$ cat config.mk
export PLATFORM = sky130hd
export DESIGN_NAME = fc_dai_write_filter
export DESIGN_NICKNAME = d
export VERILOG_FILES = /design/src/rtl/fc_dai_filter_pkg.sv /design/src/rtl/fc_dai_range_match.sv /design/src/rtl/fc_dai_write_filter.sv
export SDC_FILE = /design/constraint.sdc
export NUM_CORES = 2
export LEC_CHECK = 0
export ABC_CLOCK_PERIOD_IN_PS = 3670
export BUFFER_PORTS_ARGS = -buffer_cell sky130_fd_sc_hd__buf_4
export CAP_MARGIN = 20
export CORE_AREA = 5 5 375 377
export DETAILED_ROUTE_END_ITERATION = 12
export DIE_AREA = 0 0 380 382
export GPL_TIMING_DRIVEN = 0
export PLACE_DENSITY = 0.37
export REMOVE_ABC_BUFFERS = 1
export SLEW_MARGIN = 25
export SYNTH_ARGS = -nofsm -noshare
export SYNTH_HDL_FRONTEND = slang
export SYNTH_SLANG_ARGS = --single-unit
$ cat constraint.sdc
create_clock -name clk_i -period 3.67 [get_ports clk_i]
set_clock_uncertainty 0.15 [all_clocks]
set_input_delay 0.1835 -clock clk_i [delete_from_list [all_inputs] [get_ports clk_i]]
set_output_delay 0.1835 -clock clk_i [all_outputs]
set_load 0.05 [all_outputs]
$ cat src/rtl/fc_dai_filter_pkg.sv
// Shared types for the fuse-controller DAI write filter: FSM states,
// access-table entry layout and default register offsets.
package fc_dai_filter_pkg;

  // Table fields are sized for the widest supported bus; narrower buses zero-extend.
  localparam int MAX_ADDR_W = 64;
  localparam int MAX_USER_W = 64;

  localparam logic [11:0] DEF_WDATA0_OFF = 12'h010;
  localparam logic [11:0] DEF_ADDR_OFF   = 12'h00C;
  localparam logic [11:0] DEF_CMD_OFF    = 12'h008;

  typedef enum logic [3:0] {
    RESET_ST   = 4'd0,
    IDLE_ST    = 4'd1,
    DATA_W_ST  = 4'd2,
    COLLECT_ST = 4'd3,
    ADDR_W_ST  = 4'd4,
    CMD_AW_ST  = 4'd5,
    CHECK_ST   = 4'd6,
    CMD_W_ST   = 4'd7,
    DISCARD_ST = 4'd8
  } fc_dai_filt_state_e;

  typedef struct packed {
    logic [MAX_ADDR_W-1:0] lo;
    logic [MAX_ADDR_W-1:0] hi;
    logic [MAX_USER_W-1:0] user;
    logic                  en;
  } fc_dai_tbl_entry_t;

endpackage

$ cat src/rtl/fc_dai_range_match.sv
// Combinational access-table lookup: an entry hits when enabled, the fuse
// address lies inside [lo, hi] and the user matches.
module fc_dai_range_match
  import fc_dai_filter_pkg::*;
#(
  parameter int NUM_RANGES = 8
) (
  input  fc_dai_tbl_entry_t [NUM_RANGES-1:0] tbl,
  input  logic [MAX_ADDR_W-1:0]              addr,
  input  logic [MAX_USER_W-1:0]              user,
  output logic                               allowed,
  output logic [NUM_RANGES-1:0]              match_oh
);

  logic [NUM_RANGES-1:0] hit;

  for (genvar i = 0; i < NUM_RANGES; i++) begin : g_ent
    assign hit[i] = tbl[i].en && (addr >= tbl[i].lo) && (addr <= tbl[i].hi) &&
                    (user == tbl[i].user);
  end

  // Lowest-index hit wins the one-hot.
  assign match_oh = hit & (~hit + NUM_RANGES'(1));
  assign allowed  = |hit;

endmodule

$ cat src/rtl/fc_dai_write_filter.sv
// Snoops AXI writes into the fuse-controller DAI block, tracks the
// WDATA..ADDRESS..CMD sequence and requests a discard on a policy violation.
module fc_dai_write_filter
  import fc_dai_filter_pkg::*;
#(
  parameter int              NUM_WDATA   = 2,
  parameter int              NUM_RANGES  = 8,
  parameter int              ADDR_W      = 32,
  parameter int              USER_W      = 32,
  parameter int              OFF_W       = 12,
  parameter logic [OFF_W-1:0] WDATA0_OFF = OFF_W'(DEF_WDATA0_OFF),
  parameter logic [OFF_W-1:0] ADDR_OFF   = OFF_W'(DEF_ADDR_OFF),
  parameter logic [OFF_W-1:0] CMD_OFF    = OFF_W'(DEF_CMD_OFF),
  parameter int              TIMEOUT_CYC = 1024,
  parameter int              CNT_W       = 16
) (
  input  logic                         clk_i,
  input  logic                         rst_i,
  input  logic                         fc_init_done_i,
  input  logic                         awvalid_i,
  input  logic                         awready_i,
  input  logic [ADDR_W-1:0]            awaddr_i,
  input  logic [USER_W-1:0]            awuser_i,
  input  logic                         wvalid_i,
  input  logic                         wready_i,
  input  logic [31:0]                  wdata_i,
  input  logic [NUM_RANGES*ADDR_W-1:0] tbl_lo_i,
  input  logic [NUM_RANGES*ADDR_W-1:0] tbl_hi_i,
  input  logic [NUM_RANGES*USER_W-1:0] tbl_user_i,
  input  logic [NUM_RANGES-1:0]        tbl_en_i,
  input  logic                         discarded_fuse_write_i,
  output logic                         discard_fuse_write_o,
  output logic                         violation_o,
  output logic                         timeout_o,
  output logic [CNT_W-1:0]             violation_cnt_o,
  output logic [USER_W-1:0]            viol_user_o,
  output logic [ADDR_W-1:0]            viol_addr_o,
  output logic                         viol_valid_o,
  input  logic                         viol_clr_i
);

  localparam int IDX_W = (NUM_WDATA > 1) ? $clog2(NUM_WDATA) : 1;
  localparam int TO_W  = $clog2(TIMEOUT_CYC + 1);
  localparam logic [TO_W-1:0] TO_MAX = TO_W'(TIMEOUT_CYC - 1);

  fc_dai_filt_state_e state;

  logic [NUM_WDATA-1:0][USER_W-1:0] slot_user;
  logic [NUM_WDATA-1:0]             slot_vld;
  logic [USER_W-1:0]                addr_user;
  logic [USER_W-1:0]                cmd_user;
  logic [ADDR_W-1:0]                fuse_addr;
  logic [TO_W-1:0]                  to_cnt;

  logic             aw_acc, w_acc;
  logic [OFF_W-1:0] off;
  logic             wd_any;
  logic [IDX_W-1:0] wd_idx;
  logic             is_cmd, is_addr;

  assign aw_acc  = awvalid_i & awready_i;
  assign w_acc   = wvalid_i & wready_i;
  assign off     = awaddr_i[OFF_W-1:0];
  assign is_cmd  = (off == CMD_OFF);
  assign is_addr = (off == ADDR_OFF);

  always_comb begin
    wd_any = 1'b0;
    wd_idx = '0;
    for (int k = 0; k < NUM_WDATA; k++) begin
      if (off == WDATA0_OFF + OFF_W'(4 * k)) begin
        wd_any = 1'b1;
        wd_idx = IDX_W'(k);
      end
    end
  end

  // Range lookup keys on the first data slot's user.
  fc_dai_tbl_entry_t [NUM_RANGES-1:0] tbl;
  logic                               allowed;
  logic [NUM_RANGES-1:0]              match_oh;

  always_comb begin
    for (int i = 0; i < NUM_RANGES; i++) begin
      tbl[i].lo   = MAX_ADDR_W'(tbl_lo_i[i*ADDR_W +: ADDR_W]);
      tbl[i].hi   = MAX_ADDR_W'(tbl_hi_i[i*ADDR_W +: ADDR_W]);
      tbl[i].user = MAX_USER_W'(tbl_user_i[i*USER_W +: USER_W]);
      tbl[i].en   = tbl_en_i[i];
    end
  end

  fc_dai_range_match #(
    .NUM_RANGES (NUM_RANGES)
  ) u_match (
    .tbl      (tbl),
    .addr     (MAX_ADDR_W'(fuse_addr)),
    .user     (MAX_USER_W'(slot_user[0])),
    .allowed  (allowed),
    .match_oh (match_oh)
  );

  logic same, pass;

  always_comb begin
    same = (addr_user == cmd_user);
    for (int k = 0; k < NUM_WDATA; k++)
      if (slot_vld[k] && (slot_user[k] != cmd_user)) same = 1'b0;
  end

  assign pass = allowed && (match_oh != '0) && same;

  logic timed, quiet, to_fire, enter_disc, clr_rec, legal;

  assign timed   = state inside {DATA_W_ST, COLLECT_ST, ADDR_W_ST, CMD_AW_ST, CMD_W_ST};
  assign quiet   = !aw_acc && !w_acc;
  assign to_fire = timed && quiet && (to_cnt == TO_MAX);
  assign legal   = state inside {RESET_ST, IDLE_ST, DATA_W_ST, COLLECT_ST, ADDR_W_ST,
                                 CMD_AW_ST, CHECK_ST, CMD_W_ST, DISCARD_ST};

  assign enter_disc = ((state == COLLECT_ST) && aw_acc && !wd_any && !is_addr && is_cmd) ||
                      ((state == CHECK_ST) && !pass);

  // Every path back to IDLE drops the partially collected sequence.
  assign clr_rec = to_fire || !legal ||
                   ((state == CMD_W_ST) && w_acc) ||
                   ((state == DISCARD_ST) && discarded_fuse_write_i);

  always_ff @(posedge clk_i) begin
    if (rst_i) begin
      state                <= RESET_ST;
      slot_user            <= '0;
      slot_vld             <= '0;
      addr_user            <= '0;
      cmd_user             <= '0;
      fuse_addr            <= '0;
      to_cnt               <= '0;
      discard_fuse_write_o <= 1'b0;
      violation_o          <= 1'b0;
      timeout_o            <= 1'b0;
      violation_cnt_o      <= '0;
      viol_user_o          <= '0;
      viol_addr_o          <= '0;
      viol_valid_o         <= 1'b0;
    end else begin
      case (state)
        RESET_ST: if (fc_init_done_i) state <= IDLE_ST;
        IDLE_ST: begin
          if (aw_acc && wd_any) begin
            slot_user[wd_idx] <= awuser_i;
            slot_vld[wd_idx]  <= 1'b1;
            state             <= DATA_W_ST;
          end
        end
        // A W beat coincident with a new AW completes the pending AW.
        DATA_W_ST: if (w_acc) state <= COLLECT_ST;
        COLLECT_ST: begin
          if (aw_acc) begin
            if (wd_any) begin
              slot_user[wd_idx] <= awuser_i;
              slot_vld[wd_idx]  <= 1'b1;
              state             <= DATA_W_ST;
            end else if (is_addr) begin
              addr_user <= awuser_i;
              state     <= ADDR_W_ST;
            end else if (is_cmd) begin
              state <= DISCARD_ST;
            end
          end
        end
        ADDR_W_ST: begin
          if (w_acc) begin
            fuse_addr <= ADDR_W'(wdata_i);
            state     <= CMD_AW_ST;
          end
        end
        CMD_AW_ST: begin
          if (aw_acc && is_cmd) begin
            cmd_user <= awuser_i;
            state    <= CHECK_ST;
          end
        end
        CHECK_ST:   state <= pass ? CMD_W_ST : DISCARD_ST;
        CMD_W_ST:   if (w_acc) state <= IDLE_ST;
        DISCARD_ST: if (discarded_fuse_write_i) state <= IDLE_ST;
        default:    state <= IDLE_ST;
      endcase

      if (to_fire) state <= IDLE_ST;

      if (clr_rec) begin
        slot_user <= '0;
        slot_vld  <= '0;
        addr_user <= '0;
        cmd_user  <= '0;
        fuse_addr <= '0;
      end

      to_cnt <= (!timed || !quiet || to_fire) ? '0 : to_cnt + TO_W'(1);

      timeout_o            <= to_fire;
      violation_o          <= enter_disc;
      discard_fuse_write_o <= enter_disc ||
                              ((state == DISCARD_ST) && !discarded_fuse_write_i);

      if (enter_disc && (violation_cnt_o != '1))
        violation_cnt_o <= violation_cnt_o + CNT_W'(1);

      // Clear first so a same-cycle violation is captured into the fresh log.
      if (viol_clr_i) begin
        viol_valid_o <= 1'b0;
        viol_user_o  <= '0;
        viol_addr_o  <= '0;
      end
      if (enter_disc && (!viol_valid_o || viol_clr_i)) begin
        viol_valid_o <= 1'b1;
        viol_user_o  <= (state == COLLECT_ST) ? awuser_i : cmd_user;
        viol_addr_o  <= fuse_addr;
      end
    end
  end

endmodule

==> flow_summary_export.csv <==
group,metric,value,unit
run_status,status,"complete, but fails checks",
run_status,violations,"negative setup slack",
timing,fmax,230,MHz
timing,fin_crit,4.34,ns
logic_synthesis,synthDistinctLibCells,71,
floorplanning,die_x,380,µm
pwr,switchingPower,0.00303,W
logic_synthesis,netlist_top_cells_area,"ha_1, dfxtp_1, inv_1",
place,io_buffer_count,944,
timing,finalSetupViolCount,87,
timing,final-max-slew-violation-count,0,
critical_path,crit_start,"slot_user[27]",
timing,slew_headroom,37.4,%
critical_path,critPathKind,"flip-flop to flip-flop",
critical_path,worstSetupEndpointType,"flip-flop",
grt,use_met1,24.7,%
logic_synthesis,synth_top_family_by_area,"adder cells",
logic_synthesis,yosys.area.top_type,"ha_1",
place,place_congestion,0.867,
logic_synthesis,synth_compound_area_share,14.5,%
logic_synthesis,synthXorXnorAreaFrac,11.8,%
routing,routed_wirelength,167000,µm
grt,gr-usage-met2,42.4,%
floorplanning,num_io_pins,965,
finish,final_util,29.9,%
pwr,internal_power,0.00624,W
critical_path,cp_max_fo,5,
logic_synthesis,synth_area,0.0269,mm²
grt,grt_busiest_layer,"met2",
clock_tree,cts.reportedPaths.clkPinSlew,0.06,ns
logic_synthesis,synth_top_area_share,23.9,%
logic_synthesis,ys.flop_type,"dfxtp_1",
timing,tightest_slew,0.932,ns
logic_synthesis,async_reset_ff_share,0,%
clock_tree,cts_buffers,31,
clock_tree,clk_latency,0.62,ns
timing,fin_ws,-0.674,ns
min_path,holdCritStartpoint,"awvalid_i",
timing,rsz0062_at_grt,"true",
logic_synthesis,ys_seq_area_share,19.4,%
pwr,comb_power_share,31.6,%
pwr,pwr-share-clk,36.0,%
logic_synthesis,synthCells,3495,
logic_synthesis,synth_adder_area_share,23.9,%
logic_synthesis,ys_seq_elements,261,
finish,area_delta_synth_final,51.8,%
place,hpwl,134000,µm
grt,grt_pass1_vias,30244,
clock_tree,cts_root_buffer,"clkbuf_16",
grt,grtUsageMet3,3.78,%
finish,fin_nets,6032,
routing,avgViaCountPerCell,4.54,
run,drv_cap,0,
logic_synthesis,avgSynthCellArea,7.70,µm²
routing,wire_per_inst,25.8,µm
grt,grt_usage,21.9,%
finish,post_route_cells_drive_above_1_share,30.8,%
pwr,swShare,32.7,%
routing,dr.first_iter.drc_count,1331,
place,place_ws,-2.44,ns
clock_tree,cts_max_path_buffers,3,
logic_synthesis,synth-simple-area-share,18.2,%
clock_tree,tritoncts,"yes",
clock_tree,h-tree-depth,1,
timing,fin_crit_sh,118,%
logic_synthesis,synthTopCellsByCount,"inv_1, ha_1, nand2_1",
logic_synthesis,yosys_warnings,0,
grt,overflow,0,
floorplanning,die_h,382,µm
grt,grt_max_degree,92,
pwr,peakVddDrop,415,µV
finish,fillers,15161,
pwr,p_leak,21.4,nW
timing,final_hold_viol_count,0,
floorplanning,core_area,0.137,mm²
critical_path,rr_startpoint,"slot_user[27]",
critical_path,cp-start-kind,"flip-flop",
clock_tree,cts_sinks,261,
pwr,power.density,227,mW/mm²
logic_synthesis,synth_mux_area_share,2.72,%
routing,ant_nets,0,
routing,num_vias,29448,
floorplanning,start_util,19.7,%
pwr,p_seq_share,32.3,%
grt,antenna_found_initial,56,
routing,drt_first_pass_iters,5,
grt,grt_first_pass_wirelength,229000,µm
critical_path,arrival,4.70,ns
floorplanning,die-area,0.145,mm²
critical_path,cp.required,4.03,ns
logic_synthesis,yosysMostFrequentCell,"inv_1",
logic_synthesis,synth_edf_count,0,
routing,drc_errors,0,
floorplanning,row_count,136,
min_path,hold_path_class,"primary input to flip-flop",
==> worst max-delay path, stage by stage, from the launching register on <==
cell     delay [ns]
dfxtp_4        0.40
xnor2_1        0.28
nand4_1        0.16
nor4_2         0.35
nand4_1        0.66
nor4_2         0.53
buf_4          0.26
nand3_4        0.14
o41ai_4        0.08
buf_4          0.19
o31ai_4        0.10
buf_12         0.16
buf_12         0.14
buf_12         0.15
nand3_4        0.09
nor2_2         0.05
mux2_4         0.29
==> metal layers <==
layer | share of wire, % | wire (µm)
met1 | 39 | 65500
met2 | 53 | 88200
met3 | 5.3 | 8790
met4 | 2.7 | 4460
met5 | 0.11 | 190
==> final timing paths <==
kind	endpoint	slack (ns)	cells after the start
setup / recovery	violation_cnt_o[9]	-0.67	16
setup reg to reg	violation_cnt_o[9]	-0.67	16
hold / removal	addr_user[24]	0.04	5
hold reg to reg	to_cnt[0]	0.31	1
==> kinds of logic (layout without fill, tap and decap cells) <==
| logic type | count (synthesis) | in the layout |
|---|---|---|
| adder cells (fa/ha/maj) | 514 | 514 |
| XOR/XNOR | 363 | 363 |
| AND/OR/NAND/NOR | 1003 | 1009 |
| AO/OA/AOI/OAI | 642 | 642 |
| other | 0 | 28 |
| multiplexers | 69 | 69 |
| buffers and inverters | 643 | 1801 |
| flip-flops | 261 | 261 |
==> power groups by stage <==
stage	clock network (W)	logic (W)	registers (W)
4_1_cts	0.00344	0.00287	0.00302
6_report	0.00334	0.00293	0.00300
3_3_place_gp	0	0.00248	0.00318
2_1_floorplan	0	0.00119	0.00305
5_1_grt	0.00352	0.00324	0.00301
3_5_place_dp	0	0.00264	0.00315
==> what timing repair did <==
action | CTS | global route
buffers inserted | 86 | 59
hold buffers | 80 | 0
endpoints found under the setup margin | 133 | 122
pin swaps | 27 | 31
resized for setup | 135 | 93
gates cloned | 6 | 5
endpoints found under the hold margin | 225 | 0
==> sequential cells by signal (all words and copies together), names as in the netlist <==
name and count:
state 4, to_cnt 11, fuse_addr 32, violation_cnt_o 16, slot_user 64, viol_valid_o 1
violation_o 1, addr_user 32, viol_addr_o 32, timeout_o 1, discard_fuse_write_o 1, viol_user_o 32
slot_vld 2, cmd_user 32
==> stage by stage <==
step	setup TNS, ns	instances	hold WS [ns]	total power, W	cell area (µm²)
after global placement	-2043.00	6108	0.283	0.00566	35700
after detailed placement	-212.40	6167	0.283	0.00578	36600
after global routing	-55.01	6466	0.0651	0.00977	40800
after CTS	-53.40	6390	0.00477	0.00932	39700
after floorplan	-594.48	3370	0.103	0.00424	26300
final	-46.52	6481	0.0392	0.00927	40900
==> final cells by class <==
type,instances,area [µm²],share of cell area [%]
diodes,28,70.1,0.171
well taps,1794,2240,5.49
flip-flops and latches,261,5460,13.4
multi-input cells,2597,20100,49.2
clock inverters,13,186,0.456
clock buffers,42,877,2.15
inverters,518,1960,4.80
repair buffers,1228,9950,24.3
==> cells in the final DEF, fill, tap and decap left out, types with 61 or more instances in the layout <==
| master | n |
|---|---|
| a21oi_1 | 289 |
| buf_4 | 1092 |
| o21ai_0 | 68 |
| xor2_1 | 171 |
| inv_1 | 516 |
| nand4_1 | 142 |
| ha_1 | 513 |
| dfxtp_4 | 61 |
| nor2_1 | 173 |
| xnor2_1 | 190 |
| dlygate4sd3_1 | 80 |
| nand2_1 | 367 |
| a21o_1 | 76 |
| dfxtp_1 | 197 |
Power figures use the tool's default switching activity.
